**src/rtl/spin_pkg.sv**
```systemverilog
// spin_pkg: shared state encoding, LFSR constants and width helpers for the
// spin ring controller.
package spin_pkg;

  typedef enum logic [1:0] {
    IDLE  = 2'd0,
    SPIN  = 2'd1,
    BRAKE = 2'd2,
    DONE  = 2'd3
  } spin_state_e;

  localparam int         LFSR_W     = 8;
  localparam logic [7:0] LFSR_TAPS  = 8'hB8;
  localparam logic [7:0] LFSR_RESET = 8'h01;

  // Interval counter must hold the longest brake gap, BASE_DIV*(brake_cnt+1).
  function automatic int cnt_width(input int base_div, input int brake_min);
    return $clog2(base_div * (brake_min + 9) + 1);
  endfunction

  // brake_cnt ranges BRAKE_MIN .. BRAKE_MIN+7.
  function automatic int brake_width(input int brake_min);
    return $clog2(brake_min + 8);
  endfunction

  // Step index serves both the fast-step count and the brake index k.
  function automatic int step_width(input int fast_steps, input int brake_min);
    int mx;
    mx = (fast_steps > brake_min + 7) ? fast_steps : brake_min + 7;
    return $clog2(mx + 1);
  endfunction

endpackage

```
**src/rtl/spin_lfsr.sv**
```systemverilog
// spin_lfsr: 8-bit Galois LFSR, free-running, with a synchronous seed load.
// A zero seed is replaced by the reset value so the register never locks up.
// Only the low RND_W bits are exported; that is all the controller consumes.
module spin_lfsr
  import spin_pkg::*;
#(
  parameter int RND_W = 3
) (
  input  logic              i_clk,
  input  logic              i_rst_n,
  input  logic              i_load,
  input  logic [LFSR_W-1:0] i_seed,
  output logic [RND_W-1:0]  o_rnd
);

  logic [LFSR_W-1:0] r_lfsr;

  // Load takes priority over the shift; no advance in a load cycle.
  always_ff @(posedge i_clk or negedge i_rst_n) begin
    if (!i_rst_n)
      r_lfsr <= LFSR_RESET;
    else if (i_load)
      r_lfsr <= (i_seed == '0) ? LFSR_RESET : i_seed;
    else
      r_lfsr <= {1'b0, r_lfsr[LFSR_W-1:1]} ^ (r_lfsr[0] ? LFSR_TAPS : '0);
  end

  assign o_rnd = r_lfsr[RND_W-1:0];

endmodule

```
**src/rtl/spin_controller.sv**
```systemverilog
// spin_controller: rotates a one-hot lit position around an N_POS ring at a
// constant rate, then decelerates for a pseudo-random number of steps and
// stops. Optional macro SPIN_SEED_EN adds seed/seed_load ports that load the
// LFSR for deterministic runs.
module spin_controller
  import spin_pkg::*;
#(
  parameter int N_POS      = 8,
  parameter int BASE_DIV   = 4,
  parameter int FAST_STEPS = 16,
  parameter int BRAKE_MIN  = 8
) (
  input  logic                     clk,
  input  logic                     reset,
  input  logic                     start,
`ifdef SPIN_SEED_EN
  input  logic [LFSR_W-1:0]        seed,
  input  logic                     seed_load,
`endif
  output logic [N_POS-1:0]         pos_onehot,
  output logic [$clog2(N_POS)-1:0] result,
  output logic                     busy,
  output logic                     done
);

  localparam int RES_W  = $clog2(N_POS);
  localparam int CNT_W  = cnt_width(BASE_DIV, BRAKE_MIN);
  localparam int BRK_W  = brake_width(BRAKE_MIN);
  localparam int STEP_W = step_width(FAST_STEPS, BRAKE_MIN);

  spin_state_e       r_state, w_state_nxt;
  logic              r_start_q;
  logic [N_POS-1:0]  r_pos;
  logic [RES_W-1:0]  r_result;
  logic [CNT_W-1:0]  r_cnt;
  logic [BRK_W-1:0]  r_brake;
  logic [STEP_W-1:0] r_step;

  logic              w_edge, w_tick, w_last_fast, w_last_brake;
  logic [CNT_W-1:0]  w_cnt_inc, w_target;
  logic [2:0]        w_rnd;
  logic              w_seed_load;
  logic [LFSR_W-1:0] w_seed;

`ifdef SPIN_SEED_EN
  assign w_seed_load = seed_load;
  assign w_seed      = seed;
`else
  assign w_seed_load = 1'b0;
  assign w_seed      = '0;
`endif

  spin_lfsr #(.RND_W(3)) u_lfsr (
    .i_clk   (clk),
    .i_rst_n (reset),
    .i_load  (w_seed_load),
    .i_seed  (w_seed),
    .o_rnd   (w_rnd)
  );

  // The edge is used in the same cycle it appears; start_q is the previous level.
  assign w_edge    = start & ~r_start_q;
  assign w_cnt_inc = r_cnt + 1'b1;
  // SPIN uses a fixed interval; brake step k waits BASE_DIV*(k+1) cycles.
  assign w_target  = (r_state == BRAKE) ? CNT_W'(BASE_DIV) * (CNT_W'(r_step) + 1'b1)
                                        : CNT_W'(BASE_DIV);
  assign w_tick       = ((r_state == SPIN) || (r_state == BRAKE)) && (w_cnt_inc == w_target);
  assign w_last_fast  = (r_step == STEP_W'(FAST_STEPS - 1));
  assign w_last_brake = (r_step == STEP_W'(r_brake));

  // State register.
  always_ff @(posedge clk or negedge reset) begin
    if (!reset) r_state <= IDLE;
    else        r_state <= w_state_nxt;
  end

  // Next-state and status decode; edges outside IDLE are simply not looked at.
  always_comb begin
    w_state_nxt = r_state;
    busy        = 1'b0;
    done        = 1'b0;
    case (r_state)
      IDLE:  if (w_edge) w_state_nxt = SPIN;
      SPIN: begin
        busy = 1'b1;
        if (w_tick && w_last_fast) w_state_nxt = BRAKE;
      end
      BRAKE: begin
        busy = 1'b1;
        if (w_tick && w_last_brake) w_state_nxt = DONE;
      end
      DONE: begin
        done        = 1'b1;
        w_state_nxt = IDLE;
      end
      default: w_state_nxt = IDLE;
    endcase
  end

  // Ring, result index, interval counter, step index and brake length.
  always_ff @(posedge clk or negedge reset) begin
    if (!reset) begin
      r_start_q <= 1'b0;
      r_pos     <= N_POS'(1);
      r_result  <= '0;
      r_cnt     <= '0;
      r_brake   <= '0;
      r_step    <= '0;
    end else begin
      r_start_q <= start;
      if ((r_state == IDLE) && w_edge) begin
        r_brake <= BRK_W'(BRAKE_MIN) + BRK_W'(w_rnd);
        r_cnt   <= '0;
        r_step  <= '0;
      end else if (busy) begin
        if (w_tick) begin
          r_cnt    <= '0;
          r_pos    <= {r_pos[N_POS-2:0], r_pos[N_POS-1]};
          // Result advances with the ring so it always names the lit bit.
          r_result <= (r_result == RES_W'(N_POS - 1)) ? '0 : r_result + 1'b1;
          // Leaving SPIN the index restarts as brake step k = 1.
          r_step   <= ((r_state == SPIN) && w_last_fast) ? STEP_W'(1) : r_step + 1'b1;
        end else begin
          r_cnt <= w_cnt_inc;
        end
      end
    end
  end

  assign pos_onehot = r_pos;
  assign result     = r_result;

endmodule
```
**config.mk**
```make
export PLATFORM = sky130hd
export DESIGN_NAME = spin_controller
export DESIGN_NICKNAME = d
export VERILOG_FILES = /design/src/rtl/spin_pkg.sv /design/src/rtl/spin_lfsr.sv /design/src/rtl/spin_controller.sv
export SDC_FILE = /design/constraint.sdc
export NUM_CORES = 1
export LEC_CHECK = 0
export ABC_CLOCK_PERIOD_IN_PS = 3950
export BUFFER_PORTS_ARGS = -buffer_cell sky130_fd_sc_hd__buf_2
export CELL_PAD_IN_SITES_DETAIL_PLACEMENT = 1
export CELL_PAD_IN_SITES_GLOBAL_PLACEMENT = 1
export CORE_ASPECT_RATIO = 0.7
export CORE_MARGIN = 3
export CORE_UTILIZATION = 50
export CTS_CLUSTER_DIAMETER = 50
export DETAILED_ROUTE_END_ITERATION = 8
export GPL_ROUTABILITY_DRIVEN = 0
export MAX_ROUTING_LAYER = met4
export PLACE_DENSITY = 0.84
export SETUP_SLACK_MARGIN = 0.4
export SLEW_MARGIN = 30
export SYNTH_ARGS = -nofsm -noshare
export SYNTH_HDL_FRONTEND = slang
export SYNTH_SLANG_ARGS = --single-unit
```
**constraint.sdc**
```tcl
create_clock -name clk -period 3.95 [get_ports clk]
set_input_delay 0.5925 -clock clk [delete_from_list [all_inputs] [get_ports clk]]
set_output_delay 0.5925 -clock clk [all_outputs]
set_load 0.02 [all_outputs]
```
# Yosys cells after proc, flatten, opt, wreduce, memory -nomap -nowiden
# Cells that the tools add are included.
dict set report classes {
  add_sub_neg 5
  n_mul 0
  div_mod_pow 0
  magnitude_cmp 0
  n_eq_ne 10
  n_shift 0
  mux 16
  bitwise 4
  n_reduce_logical 13
}
# op n
set op_table {}
lappend op_table {{$mux 7} 4}
lappend op_table {{$mux 5} 4}
lappend op_table {{$add 5x1->5 const B} 2}
lappend op_table {{$mux 8} 1}
lappend op_table {{$pmux 2 s4} 1}
lappend op_table {{$xor 7x8->8} 1}
lappend op_table {{$add 7x1->7 const B} 1}
lappend op_table {{$eq 7x7->1} 1}
lappend op_table {{$mux 2} 3}
lappend op_table {{$reduce_and 3->1} 2}
lappend op_table {{$eq 5x4->1} 1}
lappend op_table {{$eq 5x4->1 const B} 1}
lappend op_table {{$logic_and 1x1->1} 5}
lappend op_table {{$add 4x3->4 const A} 1}
lappend op_table {{$eq 2x2->1 const B} 2}
lappend op_table {{$ne 2x2->1 const B} 2}
lappend op_table {{$reduce_bool 2->1} 2}
lappend op_table {{$add 3x1->3 const B} 1}
lappend op_table {{$eq 3x3->1 const B} 1}
lappend op_table {{$mux 3} 1}
lappend op_table {{$eq 2x1->1 const B} 1}
lappend op_table {{$logic_not 2->1} 1}
lappend op_table {{$mux 1} 2}
lappend op_table {{$ne 2x1->1 const B} 1}
lappend op_table {{5 further kinds} 6}
dict set report word_totals {
  regBits 38
  latchBits 0
  ramBits 0
  rom_bits 0
  in_bits 3
  output_inout_bits 13
  elab_cells 56
  memories 0
}

# Depth between registers and ports, before layout
dict set report logic_depth {
  depth_word 7
  depth_mapped 11
  depth_no_buf 9
}

# Hierarchy
# A second synthesis with hierarchy kept.
dict set report unflattened {
  cells_unflattened 190
  area_unflattened_um2 2085.8
}
# module n_inst cells_per_inst area_per_inst_um2 seq_area_each_um2
set by_module_without_submodules {}
lappend by_module_without_submodules {spin_controller 1 161 1726.7 752.0}
lappend by_module_without_submodules {spin_lfsr 1 29 359.1 201.4}

# Worst setup path after synthesis
# Ideal clock, no wire load.
dict set report synth_timing {
  kind {flip-flop to flip-flop}
  from {reg r_step[0]}
  to {reg r_state[1]}
  setup_ps 125
  arrival_ps 2502
  required_ps 3825
  setup_slack_ps 1324
  stages_incl_launch_ff 9
  synth_period_minus_slack_ps 2626
  path_cell_list {dfrtp_1 > ha_1 > and3_1 > ha_1 > nand2b_1 > a2111o_1 > o31ai_1 > o21a_1 > mux2_2}
}
dict set report synth_between {
  elab_chain_len 7
  elab_cells_between_ends 11
  classes_between {1 x add/sub; 5 x eq/ne; 1 x mux; 4 x reduce/logical}
}
# item line
set synth_rtl {}
lappend synth_rtl {{from (decl)} spin_controller.sv:37} ;# logic [STEP_W-1:0] r_step;
lappend synth_rtl {{from (signal assigned)} spin_controller.sv:122} ;# r_step <= ((r_state == SPIN) && w_last_fast) ? STEP_W'(1) : r_step + 1'b1;
lappend synth_rtl {{$add 5x1->5} spin_controller.sv:65} ;# assign w_target = (r_state == BRAKE) ? CNT_W'(BASE_DIV) * (CNT_W'(r_step) + 1'b1)
lappend synth_rtl {{$mux 7} spin_controller.sv:65}
lappend synth_rtl {{$eq 7x7->1} spin_controller.sv:67} ;# assign w_tick = ((r_state == SPIN) || (r_state == BRAKE)) && (w_cnt_inc == w_target);
lappend synth_rtl {{$logic_and 1x1->1} spin_controller.sv:67}
lappend synth_rtl {{$logic_and 1x1->1, on equally long branches} {spin_controller.sv:86, spin_controller.sv:90}}
lappend synth_rtl {{$ne 2x2->1 (no source line) / $ne 2x1->1 (equally long branches)} n/a}
lappend synth_rtl {{$reduce_and 3->1 (no source line) *} n/a}
lappend synth_rtl {{to (signal assigned)} spin_controller.sv:74} ;# else r_state <= w_state_nxt;
lappend synth_rtl {{to (decl)} spin_controller.sv:31} ;# spin_state_e r_state, w_state_nxt;
# Mark *: on every way between the ends. The rest lies on a longest branch, timed or not.
# A chain may end at the register's enable or synchronous reset.

# Worst setup path after layout
# Same ends and word-level chain as after synthesis.

==> flow_metrics.py <==
metrics = {
    "logic_synthesis": {
        "yosys_register_bits": 38,
        "synth-main-ff-cell": "dfrtp_1",
        "yosysSeqAreaShare_pct": 49.5,
        "synthArstFlopShare_pct": 100,
        "netlist_area_um2": 1920,
        "postSynthCellCount": 173,
        "synth_warnings": 0,
        "synth_area_leaders": "dfrtp_1 47%, mux2_4 7.8%, ha_1 6.5%",
        "yosysTopAreaCell": "dfrtp_1",
        "synth_top_area_share_pct": 46.8,
        "synth.distinct_cells": 37,
        "avgSynthCellArea_um2": 11.1,
        "synth_nets": 186,
        "synth_edf_count": 0,
    },
    "cells_and_area": {
        "nets": 203,
        "area_growth_pct": 10.6,
        "antennaDiodeCount": 0,
        "final_layout_size_suffix_gt1_share_pct": 23.6,
    },
    "clocking": {
        "htree_levels": 2,
        "cts_resized": 0,
        "clock_sinks": 38,
        "cts_inserted_buffers": 5,
        "clock_latency_ns": 0.29,
        "cts_hold_buf": 0,
        "cts_tree": "built",
        "clk_path_buf_depth": 2,
        "cts_root_buffer": "clkbuf_8",
        "post_cts_buffers": 0,
        "path_clk_slew_ns": 0.08,
    },
    "global_routing": {
        "grt.overflow.total": 0,
        "grt_max_degree": 39,
        "antenna_found_initial": 0,
        "grtUsageTotal_pct": 22.4,
        "grt_pass1_vias": 1546,
        "grt_pass1_wl_mm": 7.46,
    },
    "detailed_routing": {
        "drc_errors": 0,
        "post_drt_via_cell_ratio": 5.68,
        "first_iter_violations": 75,
        "drtPass1Iterations": 4,
        "post_drt_wl_per_cell_um": 18.8,
        "num_vias": 1368,
        "totalWireLength_mm": 4.54,
        "ant_nets": 0,
    },
    "sta": {
        "fmax_ghz": 0.340,
        "fin_crit_sh_pct": 74.6,
        "relSlewSlack_pct": 44.0,
        "tns_ns": 0,
        "drv_slew": 0,
        "min_period_ns": 2.95,
        "hold-worst-slack_ns": 0.363,
        "timing.final.ws_setup_ns": 1.00,
        "fin_worst_skew_ns": 0.00389,
        "setup_viol": 0,
        "hold_viol": 0,
        "tightest_slew_ns": 0.840,
        "rsz0062_at_grt": "false",
    },
    "worst_setup_path": {
        "r2r_start": "r_step[0]$_DFFE_PN0P_",
        "start_kind": "flop",
        "crit_type": "reg -> reg",
        "reg2reg_setup_slack_ns": 1.00,
        "reg2regPathDepth": 8,
        "endpoint_kind": "flop",
        "crit_required_ns": 4.13,
        "crit_arrival_ns": 3.12,
        "reg2reg_to": "r_state[1]$_DFFE_PN0P_",
        "critical_path.max_fanout": 6,
    },
    "die": {
        "coreArea_um2": 3600,
        "start_util_pct": 53.4,
        "die_w_um": 80.2,
        "dieArea_um2": 4640,
        "die_h_um": 57.9,
        "num_rows": 18,
        "io_pins": 16,
    },
    "power_and_ir_drop": {
        "leakage_nw": 1.07,
        "peakVddDrop_mv": 0.305,
        "finalPower_w": 0.00138,
        "p_per_area_nw_per_um2": 646,
    },
    "placement": {
        "port_buffers": 15,
        "pre_cts_slack_ns": 1.02,
        "hpwl_mm": 3.22,
    },
    "worst_hold_path": {
        "worstHoldStart": "u_lfsr.r_lfsr[7]$_DFF_PN0_",
        "hold_depth": 0,
        "worstHoldPathType": "reg -> reg",
        "hold-path-endpoint": "u_lfsr.r_lfsr[6]$_DFF_PN0_",
    },
    "job": {
        "maxCapViolCount": 0,
    },
    "outcome": {
        "status": "complete, no violations",
    },
}
[layout make-up]
class | count | area, µm²
clock buffer | 6 | 82.6
clock inverter | 2 | 12.5
fill | 403 | 1480
inverter | 5 | 18.8
multi-input combinational | 124 | 916
sequential | 38 | 953
tap | 50 | 62.6
timing repair buffer | 16 | 82.6
[worst max-delay path, cell delays in order (launching register included)]
cell	delay, ns
dfrtp_1	0.45
ha_1	0.29
and3_1	0.21
ha_1	0.28
nand2b_1	0.19
a2111o_1	0.52
o31ai_1	0.36
o21a_1	0.21
mux2_2	0.33
[cell families after synthesis]
| group | Yosys count | synth area share, % |
|---|---|---|
| AND/OR/NAND/NOR | 60 | 15.8 |
| flip-flops | 38 | 49.5 |
| AO/OA/AOI/OAI | 26 | 8.91 |
| XOR/XNOR | 16 | 7.28 |
| multiplexers | 12 | 8.97 |
| buffers and inverters | 11 | 2.99 |
| adder cells (fa/ha/maj) | 10 | 6.50 |
[cells in the mapped netlist, types with 3 or more instances]
library cell and n:
o21ai_0 5, inv_1 5, xor2_1 11, mux2_4 10
clkbuf_1 3, xnor2_1 5, nand2b_1 5, nor2b_1 4
nor2_1 7, nand3_1 9, a31oi_1 3, ha_1 10
a21oi_1 9, dfrtp_1 36, nand2_1 22
[stage by stage]
stage	cells	area [µm²]	util (%)
after floorplan	173	1920	-
after global placement	233	2030	56.4
after detailed placement	233	2030	56.4
after CTS	241	2130	59.0
after global routing	241	2130	59.1
final	241	2130	59.1
[layer usage]
layer / GRT usage [%] / up-vias / wire length [µm]
met3: 4.81 / 13 / 154
met5: - / - / 0
met4: 9.64 / 0 / 106
met2: 38.0 / 24 / 2330
met1: 25.8 / 709 / 1950
li1: - / 622 / -
[cells in the final DEF (no fill, tap or decap), drive strengths merged]
cell type  instances
and3               1
nand2             23
buf               16
o31ai              1
ha                10
nand3b             2
or3                1
nand2b             5
a2111oi            1
o21a               2
o221ai             1
dfstp              2
a2bb2oi            1
a21boi             1
nor3               2
nor3b              1
o21ai              5
mux2              12
a21oi              9
xnor2              5
nand4b             1
a31oi              3
clkinvlp           1
clkbuf             6
dfrtp             36
a2111o             1
a22o               1
nand3             10
nor2               8
or2                2
clkinv             1
nor2b              4
inv                5
xor2              11
[worst max-delay path by stage]
stage,from,to,slack [ns],cells past startpoint
global placement,r_step[0]$_DFFE_PN0P_,r_state[1]$_DFFE_PN0P_,1.17,8
CTS,r_step[0]$_DFFE_PN0P_,r_state[1]$_DFFE_PN0P_,1.01,8
finish,r_step[0]$_DFFE_PN0P_,r_state[1]$_DFFE_PN0P_,1.00,8
floorplan,r_step[0]$_DFFE_PN0P_,r_state[1]$_DFFE_PN0P_,1.32,8
detailed placement,r_step[0]$_DFFE_PN0P_,r_state[1]$_DFFE_PN0P_,1.02,8
global route,r_step[0]$_DFFE_PN0P_,pos_onehot[4]$_DFFE_PN0P_,0.88,8
[report_power, final]
group	switching [W]	leakage, nW	internal [W]	total [W]
Combinational	0.000323	0.521	0.000229	0.000552
Sequential	0.0000848	0.504	0.000461	0.000546
Clock	0.000137	0.0472	0.000140	0.000277
Total	0.000545	1.07	0.000831	0.00138
[state kept, by name (all words and copies together), names as in the netlist]
signal,count
r_cnt,7
u_lfsr.r_lfsr,8
result,3
r_step,5
pos_onehot,8
r_brake,4
r_state,2
r_start_q,1
(Power assumes the default switching activity.)
